===== src/rtl/outbuf_pkg.sv =====
// -----------------------------------------------------------------------------
// outbuf_pkg
// Shared types and defaults for the output stream buffer.
//   DEF_DATA_W / DEF_DEPTH : default word width and entry count
//   state_e                : drain controller states
//   beat_flags_t           : per-beat sideband (last, miss) for the output stage
// -----------------------------------------------------------------------------
package outbuf_pkg;

    localparam int DEF_DATA_W = 32;
    localparam int DEF_DEPTH  = 16;

    typedef enum logic {
        IDLE  = 1'b0,
        DRAIN = 1'b1
    } state_e;

    // An out-beat is {data, last, miss}. The data word width is a module
    // parameter that a package cannot follow, so the package carries the
    // fixed-width part and the data word travels beside it.
    typedef struct packed {
        logic last;
        logic miss;
    } beat_flags_t;

endpackage : outbuf_pkg


===== src/rtl/output_stream_buffer_if.sv =====
// -----------------------------------------------------------------------------
// output_stream_buffer_if
// Valid/ready output stream of the output stream buffer.
//   out_data  : output word
//   out_valid : out_data valid
//   out_ready : consumer accepts the beat
//   out_last  : final beat of a drain
//   out_miss  : beat came from an invalid entry
// Modports: master (buffer side), slave (consumer side).
// -----------------------------------------------------------------------------
interface output_stream_buffer_if
    import outbuf_pkg::*;
#(
    parameter int DATA_W = DEF_DATA_W
);

    logic [DATA_W-1:0] out_data;
    logic              out_valid;
    logic              out_ready;
    logic              out_last;
    logic              out_miss;

    modport master (
        output out_data,
        output out_valid,
        output out_last,
        output out_miss,
        input  out_ready
    );

    modport slave (
        input  out_data,
        input  out_valid,
        input  out_last,
        input  out_miss,
        output out_ready
    );

endinterface : output_stream_buffer_if


===== src/rtl/outbuf_out_stage.sv =====
// -----------------------------------------------------------------------------
// outbuf_out_stage
// Single valid/ready output register. The producer loads a beat with i_load
// only while o_free is high; a held beat stays stable until out_ready.
//   clk, rst  : clock, asynchronous active-low reset
//   i_load    : load i_data/i_flags into the output register this edge
//   i_data    : word to present
//   i_flags   : last/miss sideband for the word
//   o_free    : register empty or being emptied this cycle
//   out_if    : output stream (master side)
// -----------------------------------------------------------------------------
module outbuf_out_stage
    import outbuf_pkg::*;
#(
    parameter int DATA_W = DEF_DATA_W
) (
    input  logic                    clk,
    input  logic                    rst,
    input  logic                    i_load,
    input  logic [DATA_W-1:0]       i_data,
    input  beat_flags_t             i_flags,
    output logic                    o_free,
    output_stream_buffer_if.master  out_if
);

    logic [DATA_W-1:0] r_data;
    logic              r_valid;
    beat_flags_t       r_flags;

    assign o_free = !r_valid || out_if.out_ready;

    always_ff @(posedge clk or negedge rst) begin
        if (!rst) begin
            r_data  <= '0;
            r_valid <= 1'b0;
            r_flags <= '0;
        end else if (i_load) begin
            r_data  <= i_data;
            r_flags <= i_flags;
            r_valid <= 1'b1;
        end else if (out_if.out_ready) begin
            // Data and flags hold their last value; only valid drops.
            r_valid <= 1'b0;
        end
    end

    assign out_if.out_data  = r_data;
    assign out_if.out_valid = r_valid;
    assign out_if.out_last  = r_flags.last;
    assign out_if.out_miss  = r_flags.miss;

endmodule : outbuf_out_stage


===== src/rtl/output_stream_buffer.sv =====
// -----------------------------------------------------------------------------
// output_stream_buffer
// DEPTH-entry result store with per-entry valid bits. Data leaves through one
// valid/ready register either as a single random read or as a burst drain of
// a contiguous address range that wraps modulo DEPTH.
//   clk, rst          : clock, asynchronous active-low reset
//   wr_en/addr/data   : store a word (allowed in any state)
//   wr_acc            : (OUTBUF_ACCUM_EN only) add into a valid entry
//   clear             : invalidate all entries (ignored while busy)
//   rd_en/rd_addr     : random-read request, rd_accept says it was taken
//   drain_start/base/len : start a burst drain of len beats (1..DEPTH)
//   busy              : drain in progress
//   out_if            : output stream (master side)
// Optional feature macro: OUTBUF_ACCUM_EN (accumulating writes).
// -----------------------------------------------------------------------------
module output_stream_buffer
    import outbuf_pkg::*;
#(
    parameter  int DATA_W = DEF_DATA_W,
    parameter  int DEPTH  = DEF_DEPTH,
    localparam int ADDR_W = $clog2(DEPTH)
) (
    input  logic                    clk,
    input  logic                    rst,
    input  logic                    wr_en,
    input  logic [ADDR_W-1:0]       wr_addr,
    input  logic [DATA_W-1:0]       wr_data,
`ifdef OUTBUF_ACCUM_EN
    input  logic                    wr_acc,
`endif
    input  logic                    clear,
    input  logic                    rd_en,
    input  logic [ADDR_W-1:0]       rd_addr,
    output logic                    rd_accept,
    input  logic                    drain_start,
    input  logic [ADDR_W-1:0]       drain_base,
    input  logic [ADDR_W:0]         drain_len,
    output logic                    busy,
    output_stream_buffer_if.master  out_if
);

    localparam logic [ADDR_W-1:0] PTR_ONE = ADDR_W'(1);
    localparam logic [ADDR_W:0]   REM_ONE = (ADDR_W + 1)'(1);

    logic [DATA_W-1:0] r_mem [DEPTH];
    logic [DEPTH-1:0]  r_valid;

    state_e            r_state, w_state_nxt;
    logic [ADDR_W-1:0] r_ptr, w_ptr_nxt;
    logic [ADDR_W:0]   r_rem, w_rem_nxt;

    logic              w_free;
    logic              w_load;
    logic              w_last;
    logic [ADDR_W-1:0] w_rd_addr;
    logic [DATA_W-1:0] w_wr_word;
    logic [DATA_W-1:0] w_beat_data;
    beat_flags_t       w_flags;

    assign busy = (r_state == DRAIN);

    // ---------------------------------------------------------------- storage
`ifdef OUTBUF_ACCUM_EN
    // Accumulate only into a valid entry; otherwise it is a plain write.
    assign w_wr_word = (wr_acc && r_valid[wr_addr]) ? r_mem[wr_addr] + wr_data
                                                    : wr_data;
`else
    assign w_wr_word = wr_data;
`endif

    // NOTE: the data array has no reset; r_valid alone says what is meaningful.
    always_ff @(posedge clk) begin
        if (wr_en) begin
            r_mem[wr_addr] <= w_wr_word;
        end
    end

    always_ff @(posedge clk or negedge rst) begin
        if (!rst) begin
            r_valid <= '0;
        end else begin
            if (clear && !busy) begin
                r_valid <= '0;
            end
            // NOTE: the later non-blocking assignment wins, so a same-cycle
            // write keeps its entry valid through a clear.
            if (wr_en) begin
                r_valid[wr_addr] <= 1'b1;
            end
        end
    end

    // -------------------------------------------------------- drain controller
    always_ff @(posedge clk or negedge rst) begin
        if (!rst) begin
            r_state <= IDLE;
            r_ptr   <= '0;
            r_rem   <= '0;
        end else begin
            r_state <= w_state_nxt;
            r_ptr   <= w_ptr_nxt;
            r_rem   <= w_rem_nxt;
        end
    end

    always_comb begin
        // NOTE: every output gets a default first so no path infers a latch.
        w_state_nxt = r_state;
        w_ptr_nxt   = r_ptr;
        w_rem_nxt   = r_rem;
        w_load      = 1'b0;
        w_last      = 1'b0;
        w_rd_addr   = rd_addr;
        rd_accept   = 1'b0;

        case (r_state)
            IDLE: begin
                // drain_start (even with len 0) blocks a same-cycle read.
                if (drain_start) begin
                    if (drain_len != '0) begin
                        w_state_nxt = DRAIN;
                        w_ptr_nxt   = drain_base;
                        w_rem_nxt   = drain_len;
                    end
                end else if (rd_en && w_free) begin
                    rd_accept = 1'b1;
                    w_load    = 1'b1;
                end
            end
            DRAIN: begin
                w_rd_addr = r_ptr;
                if (w_free) begin
                    w_load    = 1'b1;
                    w_last    = (r_rem == REM_ONE);
                    w_ptr_nxt = r_ptr + PTR_ONE;   // wraps since DEPTH is 2^n
                    w_rem_nxt = r_rem - REM_ONE;
                    if (r_rem == REM_ONE) begin
                        w_state_nxt = IDLE;
                    end
                end
            end
            default: w_state_nxt = IDLE;
        endcase
    end

    // Reads see pre-write contents, giving old-data on a same-cycle collision.
    assign w_beat_data = r_valid[w_rd_addr] ? r_mem[w_rd_addr] : '0;
    assign w_flags     = '{last: w_last, miss: !r_valid[w_rd_addr]};

    // ------------------------------------------------------------ output stage
    outbuf_out_stage #(
        .DATA_W (DATA_W)
    ) u_out_stage (
        .clk     (clk),
        .rst     (rst),
        .i_load  (w_load),
        .i_data  (w_beat_data),
        .i_flags (w_flags),
        .o_free  (w_free),
        .out_if  (out_if)
    );

endmodule : output_stream_buffer


===== src/flat_wrapper.sv =====
// flat-port wrapper written by rule: the top's interface ports become plain ports
module output_stream_buffer_flat import outbuf_pkg::*;
#(
    parameter  int DATA_W = DEF_DATA_W,
    parameter  int DEPTH  = DEF_DEPTH,
    localparam int ADDR_W = $clog2(DEPTH)
)
  (clk, rst, wr_en, wr_addr, wr_data, clear, rd_en, rd_addr, rd_accept, drain_start, drain_base, drain_len, busy, out_if_out_data, out_if_out_valid, out_if_out_last, out_if_out_miss, out_if_out_ready);
  output_stream_buffer_if #(.DATA_W(DATA_W)) out_if_i ();
  input  logic clk;
  input  logic rst;
  input  logic wr_en;
  input  logic [ADDR_W-1:0] wr_addr;
  input  logic [DATA_W-1:0] wr_data;
  input  logic clear;
  input  logic rd_en;
  input  logic [ADDR_W-1:0] rd_addr;
  output logic rd_accept;
  input  logic drain_start;
  input  logic [ADDR_W-1:0] drain_base;
  input  logic [ADDR_W:0] drain_len;
  output logic busy;
  output wire logic [$bits(out_if_i.out_data)-1:0] out_if_out_data;
  output wire logic [$bits(out_if_i.out_valid)-1:0] out_if_out_valid;
  output wire logic [$bits(out_if_i.out_last)-1:0] out_if_out_last;
  output wire logic [$bits(out_if_i.out_miss)-1:0] out_if_out_miss;
  input wire logic [$bits(out_if_i.out_ready)-1:0] out_if_out_ready;
  assign out_if_out_data = out_if_i.out_data;
  assign out_if_out_valid = out_if_i.out_valid;
  assign out_if_out_last = out_if_i.out_last;
  assign out_if_out_miss = out_if_i.out_miss;
  assign out_if_i.out_ready = out_if_out_ready;
  output_stream_buffer #(.DATA_W(DATA_W), .DEPTH(DEPTH)) u_core (.clk(clk), .rst(rst), .wr_en(wr_en), .wr_addr(wr_addr), .wr_data(wr_data), .clear(clear), .rd_en(rd_en), .rd_addr(rd_addr), .rd_accept(rd_accept), .drain_start(drain_start), .drain_base(drain_base), .drain_len(drain_len), .busy(busy), .out_if(out_if_i));
endmodule

===== config.mk =====
export PLATFORM = sky130hd
export DESIGN_NAME = output_stream_buffer_flat
export DESIGN_NICKNAME = d
export VERILOG_FILES = /design/src/rtl/outbuf_pkg.sv /design/src/rtl/output_stream_buffer_if.sv /design/src/rtl/outbuf_out_stage.sv /design/src/rtl/output_stream_buffer.sv /design/src/flat_wrapper.sv
export SDC_FILE = /design/constraint.sdc
export NUM_CORES = 1
export LEC_CHECK = 0
export BUFFER_PORTS_ARGS = -buffer_cell sky130_fd_sc_hd__buf_2
export CELL_PAD_IN_SITES_DETAIL_PLACEMENT = 0
export CELL_PAD_IN_SITES_GLOBAL_PLACEMENT = 1
export CORE_ASPECT_RATIO = 0.6
export CORE_MARGIN = 2
export CORE_UTILIZATION = 35
export CTS_BUF_LIST = sky130_fd_sc_hd__clkbuf_8
export DETAILED_ROUTE_END_ITERATION = 8
export PLACE_DENSITY = 0.56
export SETUP_SLACK_MARGIN = 0.15
export SYNTH_ARGS = -nofsm -noshare
export SYNTH_HDL_FRONTEND = slang
export SYNTH_HIERARCHICAL = 1
export SYNTH_SLANG_ARGS = --single-unit

===== constraint.sdc =====
create_clock -name clk -period 4.4 [get_ports clk]
set_input_delay 0.88 -clock clk [delete_from_list [all_inputs] [get_ports clk]]
set_output_delay 0.88 -clock clk [all_outputs]
set_load 0.005 [all_outputs]

==> results.tsv <==
metric	value	unit
status	finished clean	
Clock Path Buffers	3	
Least-Margin Pin Slew	1.00	ns
fin. max-slew vios	0	
initial DRC count	771	
number of remaining DRC errors	0	
placed cells	1923	
#FFs+latches synth	573	
ys flop type	edfxtp_1	
metal3 WL	2520	µm
largest net degree at the start of global routing	90	
starting density of the core	0.354	
final hold vios	0	
R2R Path Start	u_core/busy	
# rows	71	
die width	329	µm
HPWL Detailed	29100	µm
setup TNS	0	ns
Via Count	10700	
total track usage	0.167	
Post-CTS Repair Setup Buffers	0	
WP data required	4.97	ns
maximum vdd drop	0.603	mV
I/O pin cnt	93	
Num CTS Buffers	85	
Critical Path Start	u_core/busy	
Slew Limit Headroom	0.331	
Nets	1230	
Worst Setup Path Type	register to register	
# H-tree levels	3	
P&R area growth vs syn	15.3	%
Synth Area per Inst	22.2	µm²
top-area cell type share of the netlist area	0.693	
worst r2r dst	u_core/u_out_stage/out_if.out_data[8]	
Port Buffers	92	
crit path cell chain	buf_4 > mux2i_1 > and2_2 > buf_4 > a22oi_1 > a21oi_2 > mux2_4	
initial antenna violation count	2	
syn_nets	1056	
Synth Instances	997	
synthesis warning total	6	
sequential area share after synthesis	0.762	
CP max FO	19	
Mapped Area	0.0222	mm²
Die ar.	0.0655	mm²
Layout Skew	0.0279	ns
highest metal used	met5	
Max-cap violations	0	
CTS resizes	0	
Area contributors post-synth	edfxtp_1 69%, mux4_2 13%, dfrtp_1 6.9%, a22oi_1 2.2%, mux2_4 2.0%	
clk root buf	clkbuf_8	
endpoint class of the critical path	register	
final WL	53500	µm
Finished Layout Cells	2079	
Pwr Total	15.8	mW
ys async rst share	0.106	
core area	0.0626	mm²
number of synthesized flops with an enable pin	512	
fmax	0.322	GHz
Placer Congestion	0.703	
critical path's slowest cell	mux2i_1	
Worst path max stage delay	0.74	ns
R2R depth	7	
clk_lat worst skew	0.65	ns
vias in the first global route	11100	
final setup vio count	0	
wire length per cell	25.7	µm
chip height	199	µm
wire length on met1	25700	µm
final hold slack	0.303	ns
CTS tree	done	
first-pass GRT wire length	78100	µm
vias per cell	5.15	
Leakage Power	8.65	nW
Final Critical Period	3.11	ns
Startpoint Class	register	
Worst path depth	7	
worst reg-to-reg setup slack	1.29	ns
min-delay worst type	input pin to asynchronous set/reset pin	
Final period util	0.706	
grt total ovfl	0	
Critical Path AT	3.68	ns
RSZ-0062 raised after global routing	false	
Worst-path clk slew	0.06	ns
post-synth cell types	43	
worst path bufs/invs	2	
cell repeated most along the worst path	buf_4	
fraction of layout cells with a size suffix above 1	0.375	
First-pass DRT Iterations	5	
Post-CTS Hold Fix Bufs	0	
CTS sink count	573	
delay-heaviest family, CP	multiplexers	
pwr/cell area	617	mW/mm²
ANT nets after route	0	
area leader, netlist	edfxtp_1	
metal2 WL	24300	µm
[layout make-up]
class	count	area (µm²)
Fill cell	5586	37000
Sequential cell	573	16900
Multi-Input combinational cell	366	5060
Clock buffer	90	1240
Tap cell	839	1050
Timing Repair Buffer	141	918
Clock inverter	64	390
Inverter	4	15.0
Antenna cell	2	5.00
[kinds of logic after synthesis]
kind of cell / count (synthesis) / share of synthesized area
simple gates: 54 / 0.0119
compound gates: 127 / 0.0432
buf+inv: 58 / 0.0166
mux: 178 / 0.163
xor+xnor: 4 / 0.00158
fa+ha+maj: 3 / 0.00169
flops: 573 / 0.762
[stage by stage]
stage,utilization,worst slack [ns],instance area [µm²]
3_5_place_dp,0.382,0.944,23900
5_1_grt,0.408,1.08,25600
3_3_place_gp,0.382,0.947,23900
4_1_cts,0.408,1.24,25600
2_1_floorplan,-,0.287,22200
6_report,0.408,1.29,25600
[power by group]
group          internal [mW]  switching [mW]  leakage [nW]
Sequential              6.29           0.209          5.37
Clock                   2.19            2.02         0.952
Combinational           2.49            2.60          2.33
[metal layers]
metal  vias to the layer above  track usage
met3                        71       0.0336
met1                      5810        0.246
li1                       4558            -
met4                         2       0.0419
met5                         -            0
met2                       265        0.254
[cells in the mapped netlist, drive strengths merged (2+ instances only)]
master and count:
edfxtp 512, mux4 132, a22oi 64, dfrtp 61
a21oi 35, mux2 35, buf 30, clkbuf 24
nor2 17, a21o 16, nand2 14, mux2i 11
nand2b 6, o21ai 6, nor3 5, a31oi 3
ha 3, inv 3, nand3b 2, nor2b 2
xnor2 2, xor2 2
[state kept, by name, summed over array words and instances (netlist names)]
name / cells
u_core/r_mem: 512
u_core/u_out_stage/out_if.out_data: 32
u_core/r_valid: 16
u_core/r_rem: 5
u_core/r_ptr: 4
u_core/busy: 1
u_core/u_out_stage/out_if.out_last: 1
u_core/u_out_stage/out_if.out_miss: 1
u_core/u_out_stage/out_if.out_valid: 1
[cells in the final DEF, fill, tap and decap left out, drive strengths merged, types with 3 or more instances in the layout]
master / netlist / layout
a31oi: 3 / 3
inv: 3 / 34
ha: 3 / 3
a22oi: 64 / 64
nand2: 14 / 14
nor2: 17 / 17
nand2b: 6 / 6
mux2: 35 / 35
a21o: 16 / 16
clkbuf: 24 / 90
o21ai: 6 / 6
dfrtp: 61 / 61
bufinv: 0 / 5
a21oi: 35 / 35
buf: 30 / 141
mux2i: 11 / 11
nor3: 5 / 5
clkinv: 1 / 29
mux4: 132 / 132
edfxtp: 512 / 512
[how the worst max path moves through the flow]
| stage | end | slack (ns) |
|---|---|---|
| after floorplan | u_core/r_mem[0][0] | 0.29 |
| after global placement | u_core/u_out_stage/out_if.out_data[1] | 0.95 |
| after detailed placement | u_core/u_out_stage/out_if.out_data[8] | 0.94 |
| after CTS | u_core/u_out_stage/out_if.out_data[8] | 1.24 |
| after global routing | u_core/u_out_stage/out_if.out_data[8] | 1.08 |
| final | u_core/u_out_stage/out_if.out_data[8] | 1.29 |
No activity file was read; power rests on OpenSTA's default activity.
